[config.mk]
export PLATFORM = sky130hd
export DESIGN_NAME = kf_pit_counter_wide_flat
export DESIGN_NICKNAME = d
export VERILOG_FILES = /design/src/rtl/kf_pit_pkg.sv /design/src/rtl/kf_pit_counter_wide_if.sv /design/src/rtl/kf_pit_edge_sync.sv /design/src/rtl/kf_pit_counter_wide.sv /design/src/flat_wrapper.sv
export SDC_FILE = /design/constraint.sdc
export NUM_CORES = 1
export LEC_CHECK = 0
export CAP_MARGIN = 20
export CELL_PAD_IN_SITES_DETAIL_PLACEMENT = 0
export CELL_PAD_IN_SITES_GLOBAL_PLACEMENT = 1
export CORE_UTILIZATION = 28
export CTS_BUF_LIST = sky130_fd_sc_hd__clkbuf_8
export CTS_CLUSTER_SIZE = 25
export DETAILED_ROUTE_END_ITERATION = 16
export PLACE_DENSITY = 0.59
export SLEW_MARGIN = 25
export SYNTH_ARGS = -nofsm -noshare
export SYNTH_HDL_FRONTEND = slang
export SYNTH_SLANG_ARGS = --single-unit
[constraint.sdc]
create_clock -name clock -period 4.3 [get_ports clock]
set_input_delay 0.86 -clock clock [delete_from_list [all_inputs] [get_ports clock]]
set_output_delay 0.86 -clock clock [all_outputs]
set_load 0.02 [all_outputs]
[src/rtl/kf_pit_pkg.sv]
// Shared encodings for the wide PIT counter channel: operating modes,
// read/write access codes from the control word, and status byte layout.
package kf_pit_pkg;

   // Decoded operating mode; MODE_RSVD covers the unsupported mode codes.
   typedef enum logic [1:0] {
      MODE0     = 2'd0,
      MODE2     = 2'd1,
      MODE3     = 2'd2,
      MODE_RSVD = 2'd3
   } mode_e;

   // Control word bits [5:4].
   typedef enum logic [1:0] {
      RW_LATCH  = 2'b00,
      RW_LSB    = 2'b01,
      RW_STATUS = 2'b10,
      RW_FULL   = 2'b11
   } rw_e;

   // Status byte bit positions.
   localparam int unsigned ST_OUT     = 7;
   localparam int unsigned ST_NULL    = 6;
   localparam int unsigned ST_RW_HI   = 5;
   localparam int unsigned ST_RW_LO   = 4;
   localparam int unsigned ST_MODE_HI = 3;
   localparam int unsigned ST_MODE_LO = 1;
   localparam int unsigned ST_BIT0    = 0;

   // Map the raw 3-bit mode field onto the supported modes.
   function automatic mode_e decode_mode(input logic [2:0] m);
      if (m == 3'b000) begin
         return MODE0;
      end else if (m[1:0] == 2'b10) begin
         return MODE2;
      end else if (m[1:0] == 2'b11) begin
         return MODE3;
      end else begin
         return MODE_RSVD;
      end
   endfunction

   // Assemble the status byte from its fields.
   function automatic logic [7:0] status_byte(input logic       out_bit,
                                              input logic       null_bit,
                                              input rw_e        rw,
                                              input logic [2:0] mode_raw,
                                              input logic       bit0);
      logic [7:0] s;
      s                        = 8'h00;
      s[ST_OUT]                = out_bit;
      s[ST_NULL]               = null_bit;
      s[ST_RW_HI:ST_RW_LO]     = rw;
      s[ST_MODE_HI:ST_MODE_LO] = mode_raw;
      s[ST_BIT0]               = bit0;
      return s;
   endfunction

endpackage

[src/rtl/kf_pit_counter_wide_if.sv]
// Byte-serial internal bus between the PIT decoder and one counter channel.
interface kf_pit_counter_wide_if;
   logic [7:0] internal_data_bus;
   logic       write_control;
   logic       write_counter;
   logic       read_counter;
   logic [7:0] read_counter_data;

   modport master (
      output internal_data_bus,
      output write_control,
      output write_counter,
      output read_counter,
      input  read_counter_data
   );

   modport slave (
      input  internal_data_bus,
      input  write_control,
      input  write_counter,
      input  read_counter,
      output read_counter_data
   );
endinterface

[src/rtl/kf_pit_edge_sync.sv]
// Samples the external count clock and gate into the system clock domain and
// produces single-cycle pulses for a count-clock fall and a gate rise.
module kf_pit_edge_sync (
   input  logic clock,
   input  logic reset_n,
   input  logic counter_clock,
   input  logic counter_gate,
   output logic count_edge,
   output logic gate_rise
);

   logic [1:0] clk_q;
   logic [1:0] gate_q;

   // Two-deep sample history of both external pins.
   always_ff @(posedge clock or negedge reset_n) begin
      if (!reset_n) begin
         clk_q  <= 2'b00;
         gate_q <= 2'b00;
      end else begin
         clk_q  <= {clk_q[0], counter_clock};
         gate_q <= {gate_q[0], counter_gate};
      end
   end

   assign count_edge = clk_q[1] & ~clk_q[0];
   assign gate_rise  = gate_q[0] & ~gate_q[1];

endmodule

[src/rtl/kf_pit_counter_wide.sv]
// One programmable down-counter channel of the PIT with configurable width.
// Byte-serial preset/readback, count and status latches, modes 0, 2 and 3.
module kf_pit_counter_wide
   import kf_pit_pkg::*;
#(
   parameter int unsigned COUNT_BYTES = 2,
   parameter bit          RESET_OUT   = 1'b0
) (
   input  logic                  clock,
   input  logic                  reset_n,
   kf_pit_counter_wide_if.slave  bus,
   input  logic                  counter_clock,
   input  logic                  counter_gate,
   output logic                  counter_out
);

   localparam int unsigned W = 8 * COUNT_BYTES;
   localparam logic [1:0]  LAST_PTR   = 2'(COUNT_BYTES - 1);
   localparam logic [W-1:0] PRESET_ONE = {{(W-1){1'b0}}, 1'b1};
   localparam logic [W:0]  ONE   = {{W{1'b0}}, 1'b1};
   localparam logic [W:0]  TWO   = {{(W-1){1'b0}}, 2'b10};
   localparam logic [W:0]  THREE = {{(W-1){1'b0}}, 2'b11};

   logic       count_edge;
   logic       gate_rise;

   logic [2:0] mode_raw_q;
   logic       bit0_q;
   rw_e        rw_q;
   mode_e      mode;

   // Count carries an extra bit so a preset of 0 can be held as 2^W.
   logic [W:0]   count_q;
   logic [W-1:0] preset_q;
   logic [W-1:0] cl_data_q;
   logic [7:0]   st_data_q;
   logic         cl_valid_q;
   logic         st_valid_q;
   logic [1:0]   wr_ptr_q;
   logic [1:0]   rd_ptr_q;
   logic         null_q;
   logic         load_pend_q;
   logic         run_q;
   logic         out_q;
   logic         reload_req_q;

   logic [W:0]   reload_n;
   logic [W:0]   cnt_dec1;
   logic [W:0]   m3_dec;
   logic [31:0]  cnt_pad;
   logic [31:0]  cl_pad;
   logic [7:0]   read_byte;

   kf_pit_edge_sync u_edge_sync (
      .clock         (clock),
      .reset_n       (reset_n),
      .counter_clock (counter_clock),
      .counter_gate  (counter_gate),
      .count_edge    (count_edge),
      .gate_rise     (gate_rise)
   );

   assign mode     = decode_mode(mode_raw_q);
   assign cnt_dec1 = count_q - ONE;
   assign cnt_pad  = 32'(count_q[W-1:0]);
   assign cl_pad   = 32'(cl_data_q);

   // Reload value: preset 0 means 2^W; periodic modes cannot run with a period of 1.
   always_comb begin
      reload_n = {1'b0, preset_q};
      if (preset_q == '0) begin
         reload_n = {1'b1, {W{1'b0}}};
      end else if (preset_q == PRESET_ONE && mode != MODE0) begin
         reload_n = TWO;
      end
   end

   // Square-wave step: an odd count only occurs on the first edge of a half period.
   always_comb begin
      m3_dec = TWO;
      if (count_q[0]) begin
         m3_dec = out_q ? ONE : THREE;
      end
   end

   // Read byte source: status latch, then count latch, then the live count.
   always_comb begin
      read_byte = cnt_pad[{rd_ptr_q, 3'b000} +: 8];
      if (st_valid_q) begin
         read_byte = st_data_q;
      end else if (cl_valid_q) begin
         read_byte = cl_pad[{rd_ptr_q, 3'b000} +: 8];
      end
   end

   assign bus.read_counter_data = read_byte;
   assign counter_out           = out_q;

   // Channel state: control decode, preset writes, readback pointers and counting.
   always_ff @(posedge clock or negedge reset_n) begin
      if (!reset_n) begin
         mode_raw_q   <= 3'b000;
         bit0_q       <= 1'b0;
         rw_q         <= RW_FULL;
         count_q      <= '0;
         preset_q     <= '0;
         cl_data_q    <= '0;
         st_data_q    <= 8'h00;
         cl_valid_q   <= 1'b0;
         st_valid_q   <= 1'b0;
         wr_ptr_q     <= 2'd0;
         rd_ptr_q     <= 2'd0;
         null_q       <= 1'b0;
         load_pend_q  <= 1'b0;
         run_q        <= 1'b0;
         out_q        <= RESET_OUT;
         reload_req_q <= 1'b0;
      end else if (bus.write_control) begin
         // A control word pre-empts bus writes, reads and any count edge this cycle.
         case (rw_e'(bus.internal_data_bus[5:4]))
            RW_LATCH: begin
               if (!cl_valid_q) begin
                  cl_valid_q <= 1'b1;
                  cl_data_q  <= count_q[W-1:0];
               end
            end
            RW_STATUS: begin
               if (!st_valid_q) begin
                  st_valid_q <= 1'b1;
                  st_data_q  <= status_byte(out_q, null_q, rw_q, mode_raw_q, bit0_q);
               end
            end
            default: begin
               mode_raw_q   <= bus.internal_data_bus[3:1];
               bit0_q       <= bus.internal_data_bus[0];
               rw_q         <= rw_e'(bus.internal_data_bus[5:4]);
               cl_valid_q   <= 1'b0;
               st_valid_q   <= 1'b0;
               wr_ptr_q     <= 2'd0;
               rd_ptr_q     <= 2'd0;
               run_q        <= 1'b0;
               load_pend_q  <= 1'b0;
               reload_req_q <= 1'b0;
               null_q       <= 1'b1;
               out_q        <= (decode_mode(bus.internal_data_bus[3:1]) != MODE0);
            end
         endcase
      end else begin
         if (count_edge && mode != MODE_RSVD) begin
            if (load_pend_q && (!run_q || mode == MODE0)) begin
               count_q      <= reload_n;
               load_pend_q  <= 1'b0;
               null_q       <= 1'b0;
               run_q        <= 1'b1;
               reload_req_q <= 1'b0;
               if (mode != MODE0) begin
                  out_q <= 1'b1;
               end
            end else if (run_q && counter_gate) begin
               if (mode == MODE0) begin
                  count_q <= (count_q == '0) ? {1'b0, {W{1'b1}}} : cnt_dec1;
                  if (count_q == ONE) begin
                     out_q <= 1'b1;
                  end
               end else if (reload_req_q) begin
                  count_q      <= reload_n;
                  load_pend_q  <= 1'b0;
                  null_q       <= 1'b0;
                  reload_req_q <= 1'b0;
                  out_q        <= 1'b1;
               end else if (mode == MODE2) begin
                  if (count_q == TWO) begin
                     count_q <= ONE;
                     out_q   <= 1'b0;
                  end else if (count_q <= ONE) begin
                     count_q     <= reload_n;
                     load_pend_q <= 1'b0;
                     null_q      <= 1'b0;
                     out_q       <= 1'b1;
                  end else begin
                     count_q <= cnt_dec1;
                  end
               end else begin
                  if (count_q <= m3_dec) begin
                     count_q     <= reload_n;
                     load_pend_q <= 1'b0;
                     null_q      <= 1'b0;
                     out_q       <= ~out_q;
                  end else begin
                     count_q <= count_q - m3_dec;
                  end
               end
            end
         end

         if (bus.write_counter) begin
            if (rw_q == RW_LSB) begin
               preset_q <= W'(bus.internal_data_bus);
            end else begin
               for (int b = 0; b < COUNT_BYTES; b++) begin
                  if (wr_ptr_q == 2'(b)) begin
                     preset_q[8*b +: 8] <= bus.internal_data_bus;
                  end
               end
            end
            // Mode 0 stops and drops out as soon as a new preset starts.
            if (mode == MODE0 && wr_ptr_q == 2'd0) begin
               run_q <= 1'b0;
               out_q <= 1'b0;
            end
            if (rw_q == RW_LSB || wr_ptr_q == LAST_PTR) begin
               wr_ptr_q    <= 2'd0;
               null_q      <= 1'b1;
               load_pend_q <= 1'b1;
            end else begin
               wr_ptr_q <= wr_ptr_q + 2'd1;
            end
         end

         if (bus.read_counter) begin
            if (st_valid_q) begin
               st_valid_q <= 1'b0;
            end else if (rw_q == RW_LSB || rd_ptr_q == LAST_PTR) begin
               rd_ptr_q   <= 2'd0;
               cl_valid_q <= 1'b0;
            end else begin
               rd_ptr_q <= rd_ptr_q + 2'd1;
            end
         end

         if (mode == MODE2 || mode == MODE3) begin
            if (!counter_gate) begin
               out_q <= 1'b1;
            end
            if (gate_rise && run_q) begin
               reload_req_q <= 1'b1;
            end
         end
      end
   end

endmodule
[src/flat_wrapper.sv]
// flat-port wrapper written by rule: the top's interface ports become plain ports
module kf_pit_counter_wide_flat import kf_pit_pkg::*;
#(
   parameter int unsigned COUNT_BYTES = 2,
   parameter bit          RESET_OUT   = 1'b0
)
  (clock, reset_n, counter_clock, counter_gate, counter_out, bus_internal_data_bus, bus_write_control, bus_write_counter, bus_read_counter, bus_read_counter_data);
  kf_pit_counter_wide_if bus_i ();
  input  logic clock;
  input  logic reset_n;
  input  logic counter_clock;
  input  logic counter_gate;
  output logic counter_out;
  input wire logic [$bits(bus_i.internal_data_bus)-1:0] bus_internal_data_bus;
  input wire logic [$bits(bus_i.write_control)-1:0] bus_write_control;
  input wire logic [$bits(bus_i.write_counter)-1:0] bus_write_counter;
  input wire logic [$bits(bus_i.read_counter)-1:0] bus_read_counter;
  output wire logic [$bits(bus_i.read_counter_data)-1:0] bus_read_counter_data;
  assign bus_i.internal_data_bus = bus_internal_data_bus;
  assign bus_i.write_control = bus_write_control;
  assign bus_i.write_counter = bus_write_counter;
  assign bus_i.read_counter = bus_read_counter;
  assign bus_read_counter_data = bus_i.read_counter_data;
  kf_pit_counter_wide #(.COUNT_BYTES(COUNT_BYTES), .RESET_OUT(RESET_OUT)) u_core (.clock(clock), .reset_n(reset_n), .bus(bus_i), .counter_clock(counter_clock), .counter_gate(counter_gate), .counter_out(counter_out));
endmodule
# Word-level counts from Yosys, hierarchy flattened

Cells that the tools add are included.

Register bits after elaboration: 78
Latch bits: 0
RAM bits: 0
Memory bits (read-only): 0
Bits of input ports: 15
Output and inout bits: 9
Word-level logic and storage cells: 188
Memories: 0

Add/sub/neg operators: 4
Multiply operators: 0
Div/mod/pow operators: 0
Magnitude comparators: 2
Equality and inequality tests: 18
Shifts and indexed selects: 2
Multiplexer cells: 97
Bitwise logic cells: 9
Reduce and logical (&&, ||, !) cells: 37

Operators by type and width:

| kind                                                                              | number |
|---|---|
| 17-bit two-way mux                                                                | 11 |
| 32-bit by 6-bit indexed part select with 8-bit output                             | 2 |
| 1-bit two-way mux                                                                 | 63 |
| 16-bit two-way mux                                                                | 2 |
| 8-bit two-way mux                                                                 | 4 |
| 2-bit two-way mux                                                                 | 15 |
| 3-bit AND reduction                                                               | 6 |
| 17-bit by 1-bit == test with 1-bit output, second input constant                  | 1 |
| 17-bit by 2-bit == test with 1-bit output, second input constant                  | 1 |
| 17-bit by 1-bit less-or-equal comparator with 1-bit output, second input constant | 1 |
| 17-bit less-or-equal comparator                                                   | 1 |
| 17-bit zero test                                                                  | 1 |
| 17-bit by 1-bit subtractor with 17-bit output, second input constant              | 1 |
| 17-bit subtractor                                                                 | 1 |
| 16-bit by 1-bit == test with 1-bit output, second input constant                  | 1 |
| 16-bit zero test                                                                  | 1 |
| 2-bit nonzero test                                                                | 8 |
| 2-bit == test, second input constant                                              | 6 |
| 2-bit != test, second input constant                                              | 5 |
| 2-bit by 1-bit == test with 1-bit output, second input constant                   | 4 |
| 1-bit inverter                                                                    | 7 |
| 1-bit logical AND                                                                 | 6 |
| 2-bit zero test                                                                   | 3 |
| 3-bit zero test                                                                   | 2 |
| 8 further kinds                                                                   | 16 |

# Logic depth before layout (Yosys ltp)

Depth after elaboration: 16
Depth in mapped cells: 12
Depth with buffers taken out: 11

# Modules after synthesis

From an unflattened synthesis, not the netlist that was laid out.

Cell total of the unflattened synthesis: 513
Area total of the unflattened synthesis: 4941.0 um2

By module, submodules not included:

| module              | instances | cells each | area each (um2) | sequential area each (um2) |
|---|---|---|---|---|
| kf_pit_counter_wide | 1         | 507        | 4813.4          | 1854.3 |
| kf_pit_edge_sync    | 1         | 6          | 127.6           | 100.1 |

# Worst setup path before layout

OpenSTA, ideal clock, no wires.

Path kind: input-to-reg
Start point: input port bus_write_control
End point: register u_core.cl_data_q[10]
Setup time: 0.125 ns
Arrival time: 2.637 ns
Required time: 4.175 ns
Setup slack: 1.538 ns
Stages on the path: 5
Path buffers: 2
Path through: clkbuf_1 -> nor2b_1 -> nor3b_1 -> clkbuf_1 -> mux2_2

Word-level cells in the longest chain between the ends: 1

Ends and longest elaborated chain:

| what                          | RTL line                   | text |
|---|---|---|
| start: declaration            | flat_wrapper.sv:15         | `input wire logic [$bits(bus_i.write_control)-1:0] bus_write_control;` |
| 3-bit AND reduction (no line) | n/a                        |  |
| end signal: assignment        | kf_pit_counter_wide.sv:124 | `cl_data_q <= count_q[W-1:0];` |
| end: declaration              | kf_pit_counter_wide.sv:35  | `logic [W-1:0] cl_data_q;` |

No other way between the ends.
A chain may end at the register's enable or synchronous reset.

# Final worst setup path

Start point: register u_core.rd_ptr_q[0]
End point: output port bus_read_counter_data[5]

Word-level cells in the longest chain between the ends: 3
Elaborated cells between the ends (all ways): 4

Ends and longest elaborated chain:

| what                                                                            | RTL line                                             | text |
|---|---|---|
| start: declaration                                                              | kf_pit_counter_wide.sv:40                            | `logic [1:0] rd_ptr_q;` |
| start signal: assignment                                                        | kf_pit_counter_wide.sv:227                           | `rd_ptr_q <= rd_ptr_q + 2'd1;` |
| 32-bit by 6-bit indexed part select with 8-bit output, on equally long branches | kf_pit_counter_wide.sv:88, kf_pit_counter_wide.sv:92 |  |
| 8-bit two-way mux *                                                             | kf_pit_counter_wide.sv:91                            | `end else if (cl_valid_q) begin` |
| 8-bit two-way mux *                                                             | kf_pit_counter_wide.sv:89                            | `if (st_valid_q) begin` |
| end: declaration                                                                | flat_wrapper.sv:18                                   | `output wire logic [$bits(bus_i.read_counter_data)-1:0] bus_read_counter_data;` |

Every way passes the cells marked *; elsewhere a longest branch is shown, timed or not.

==> flow_summary_export.csv <==
group,metric,value,unit
sta,setup_tns,0,ns
sta,fmax,300.7,MHz
clock_network,tritoncts,"built",
cells_and_area,finalNetCount,563,
grt,antenna_found_initial,0,
clock_network,cts-root-buf,"clkbuf_8",
sta,slew_viol_final,0,
grt,grt_usage,18.09,%
sta,grt_setup_unrepaired,"no",
logic_synthesis,synth-warning-count,0,
cells_and_area,final_core_utilization,32.37,%
logic_synthesis,postSynthCellCount,529,
worst_setup_path,endpoint_kind,"output pin",
power_and_ir_drop,power_switching,1.495,mW
sta,timing.final.crit_share,77.35,%
routing,via_cell_ratio,5.590,
logic_synthesis,post-synth-top-area-fraction,37.66,%
cells_and_area,mostFrequentLayoutCells,"76 x dfrtp_1, 50 x nand2_1, 38 x mux2_2, 37 x nor2_1, 30 x o21ai_0",
clock_network,h-tree-depth,3,
sta,slew_headroom,46.99,%
logic_synthesis,synth_nets,556,
clock_network,clkSinkCount,78,
cells_and_area,nFillCells,1805,
clock_network,max-clock-path-buffers,2,
routing,detailedRoute.firstIterationViolations,259,
worst_setup_path,timing.critical_path.arrival,2.47,ns
place,port_buffers,23,
flow_run,number_of_violations_of_the_max_capacitance_limit,0,
clock_network,cts_resized,0,
floorplanning,core-area,17480,sq um
routing,firstDrtPassIters,5,
status,status,"complete, no violations",
floorplanning,num_io_pins,24,
grt,pin_count_of_the_biggest_net_entering_global_routing,79,
worst_setup_path,crit_path_max_fanout,11,
sta,setup_viol_count_final,0,
worst_setup_path,worst-endpoint-required,3.44,ns
place,place_hpwl,11.46,mm
grt,first_pass_grt_wire_length,25.16,mm
cells_and_area,antenna_cells_inserted,0,
sta,worst_hold_slack,0.3786,ns
cells_and_area,layout.cells.most_common,"dfrtp_1",
clock_network,clkSlewWorstSetupHoldPaths,0.08,ns
clock_network,cts_buffers,9,
grt,via_count_of_the_first_global_routing_pass,4263,
routing,remaining_drc_errors,0,
logic_synthesis,edff_count_synth,0,
floorplanning,fp-row-count,48,
worst_setup_path,startpoint_type,"flip-flop",
power_and_ir_drop,internal_power,1.916,mW
power_and_ir_drop,static_leakage_power,2.225,nW
sta,timing_worst_slew_pin_value,0.7951,ns
logic_synthesis,yosysTopAreaCell,"dfrtp_1",
floorplanning,chipWidth,136.3,um
sta,fin_worst_skew,0.01050,ns
worst_setup_path,critPathKind,"reg2out",
clock_network,ctsHoldBuffers,0,
power_and_ir_drop,peak_supply_drop,0.0002609,V
power_and_ir_drop,pwr-share-comb,47.5,%
logic_synthesis,synth.top_cells.by_area,"dfrtp_1 38%, mux2_2 8.5%, nand2_1 3.7%, mux4_2 3.6%, ha_1 3.0%",
floorplanning,floorplan.die_area,18580,sq um
sta,number_of_hold_violations_in_the_final_report,0,
worst_hold_path,min_path_type,"reg2reg",
routing,route.detailed.wl_per_inst,20.51,um
floorplanning,initial_utilization,28.89,%
floorplanning,die_h,136.3,um
routing,wl,15.71,mm
routing,final_antenna_net_count,0,
logic_synthesis,postSynthAreaPerCell,9.546,sq um
logic_synthesis,syn-cell-area,5050,sq um
logic_synthesis,asyncSetResetFlopFracSynth,100.0,%
logic_synthesis,sequential_cell_area_fraction_in_the_yosys_report,38.70,%
clock_network,postCtsSetupRepairBufs,0,
grt,global_route.overflow_total,0,
cells_and_area,post_route_cells_drive_above_1_share,17.74,%
cells_and_area,area_growth,12.02,%
sta,fin_ws,0.9739,ns
power_and_ir_drop,sw_ratio,43.83,%
sta,finalCriticalPeriod,3.326,ns
power_and_ir_drop,seqPwrFrac,36.8,%
power_and_ir_drop,clock_power_share,15.7,%
power_and_ir_drop,power.density,603.1,nW/um^2
clock_network,clkLatencyLatePin,0.36,ns
logic_synthesis,netlist-cell-type-count,65,
place,detailedPlace.worstSlack,1.232,ns
place,gp_routability_congestion,0.9216,
logic_synthesis,ys_ff_latch,78,
logic_synthesis,yosys_most_used_dff,"dfrtp_1",
routing,num_vias,4282,
## state kept, by name, indices dropped and copies added, names as in the netlist, 2 cells and up
name and count:
u_core.cl_data_q 16, u_core.preset_q 16, u_core.wr_ptr_q 2, u_core.st_data_q 8, u_core.mode_raw_q 3, u_core.count_q 17
u_core.u_edge_sync.gate_q 2, u_core.rw_q 2, u_core.u_edge_sync.clk_q 2, u_core.rd_ptr_q 2
## cell type report
type	instances	area (sq um)	share of cell area, %
clock buffers	9	123.9	2.190
inverters	17	63.81	1.128
repair buffers	36	329.1	5.817
clock inverters	7	61.31	1.084
well taps	225	281.5	4.977
multi-input cells	394	2843	50.25
flip-flops and latches	78	1954	34.55
## metal layers
layer	global-route usage, %	routed length, um	vias to the layer above
met5	0	0	-
met1	25.02	7239	2157
met2	28.43	7455	131
li1	-	-	1973
met3	2.759	768	21
met4	6.481	251	0
## critical path, cell delays in order, from the launching register on
cell,delay (ns)
dfrtp_1,0.72
mux4_2,0.63
a22o_1,0.22
clkdlybuf4s50_1,0.53
## cells in the mapped netlist (all sizes together), types with 3 or more instances
cell and instances:
a22o 9, a21o 5, mux2 38, nor3 21, nor3b 6, inv 17
nand4 4, or4 5, a21oi 23, a2bb2oi 4, or3 4, nor2 38
o221ai 5, clkbuf 30, xor2 11, o22ai 6, xnor2 9, nand2b 11
o31ai 6, o211ai 3, dfrtp 76, o21ai 35, mux4 8, o311ai 3
a221o 5, nand2 50, ha 12, a221oi 6, nor4 10, and3 3
nand3 15, a31oi 11, nor2b 4, buf 10
## path summary, 6_finish.rpt
kind | startpoint | endpoint | slack [ns] | cells after the start
min reg2reg | u_core.u_edge_sync.gate_q[0] | u_core.u_edge_sync.gate_q[1] | 0.38 | 0
max reg2reg | u_core.count_q[13] | u_core.count_q[1] | 1.18 | 7
min | u_core.u_edge_sync.gate_q[0] | u_core.u_edge_sync.gate_q[1] | 0.38 | 0
min in group asynchronous | reset_n | u_core.cl_valid_q | 0.55 | 1
max | u_core.rd_ptr_q[0] | bus_read_counter_data[5] | 0.97 | 3
max in group asynchronous | reset_n | u_core.preset_q[13] | 3.27 | 1
## stage by stage
stage | instances | power (mW) | area [sq um]
2_1_floorplan | 529 | 2.313 | 5050
3_3_place_gp | 750 | 2.857 | 5468
3_5_place_dp | 750 | 2.862 | 5468
4_1_cts | 766 | 3.415 | 5653
5_1_grt | 766 | 3.628 | 5657
6_report | 766 | 3.411 | 5657
## logic make-up after synthesis
kind of cell	count (synthesis)	share of synthesized area, %
xor+xnor	20	3.469
fa+ha+maj	12	2.973
simple gates	176	17.77
compound gates	139	19.75
buf+inv	57	5.104
mux	47	12.24
flops	78	38.70
## power by group through the flow
stage	clock network [mW]	registers, mW	logic [mW]
after global placement	0	1.26	1.60
after CTS	0.558	1.25	1.61
after floorplan	0	1.07	1.25
after detailed placement	0	1.26	1.60
after global routing	0.586	1.29	1.76
final	0.535	1.26	1.62
(Power assumes the default switching activity.)
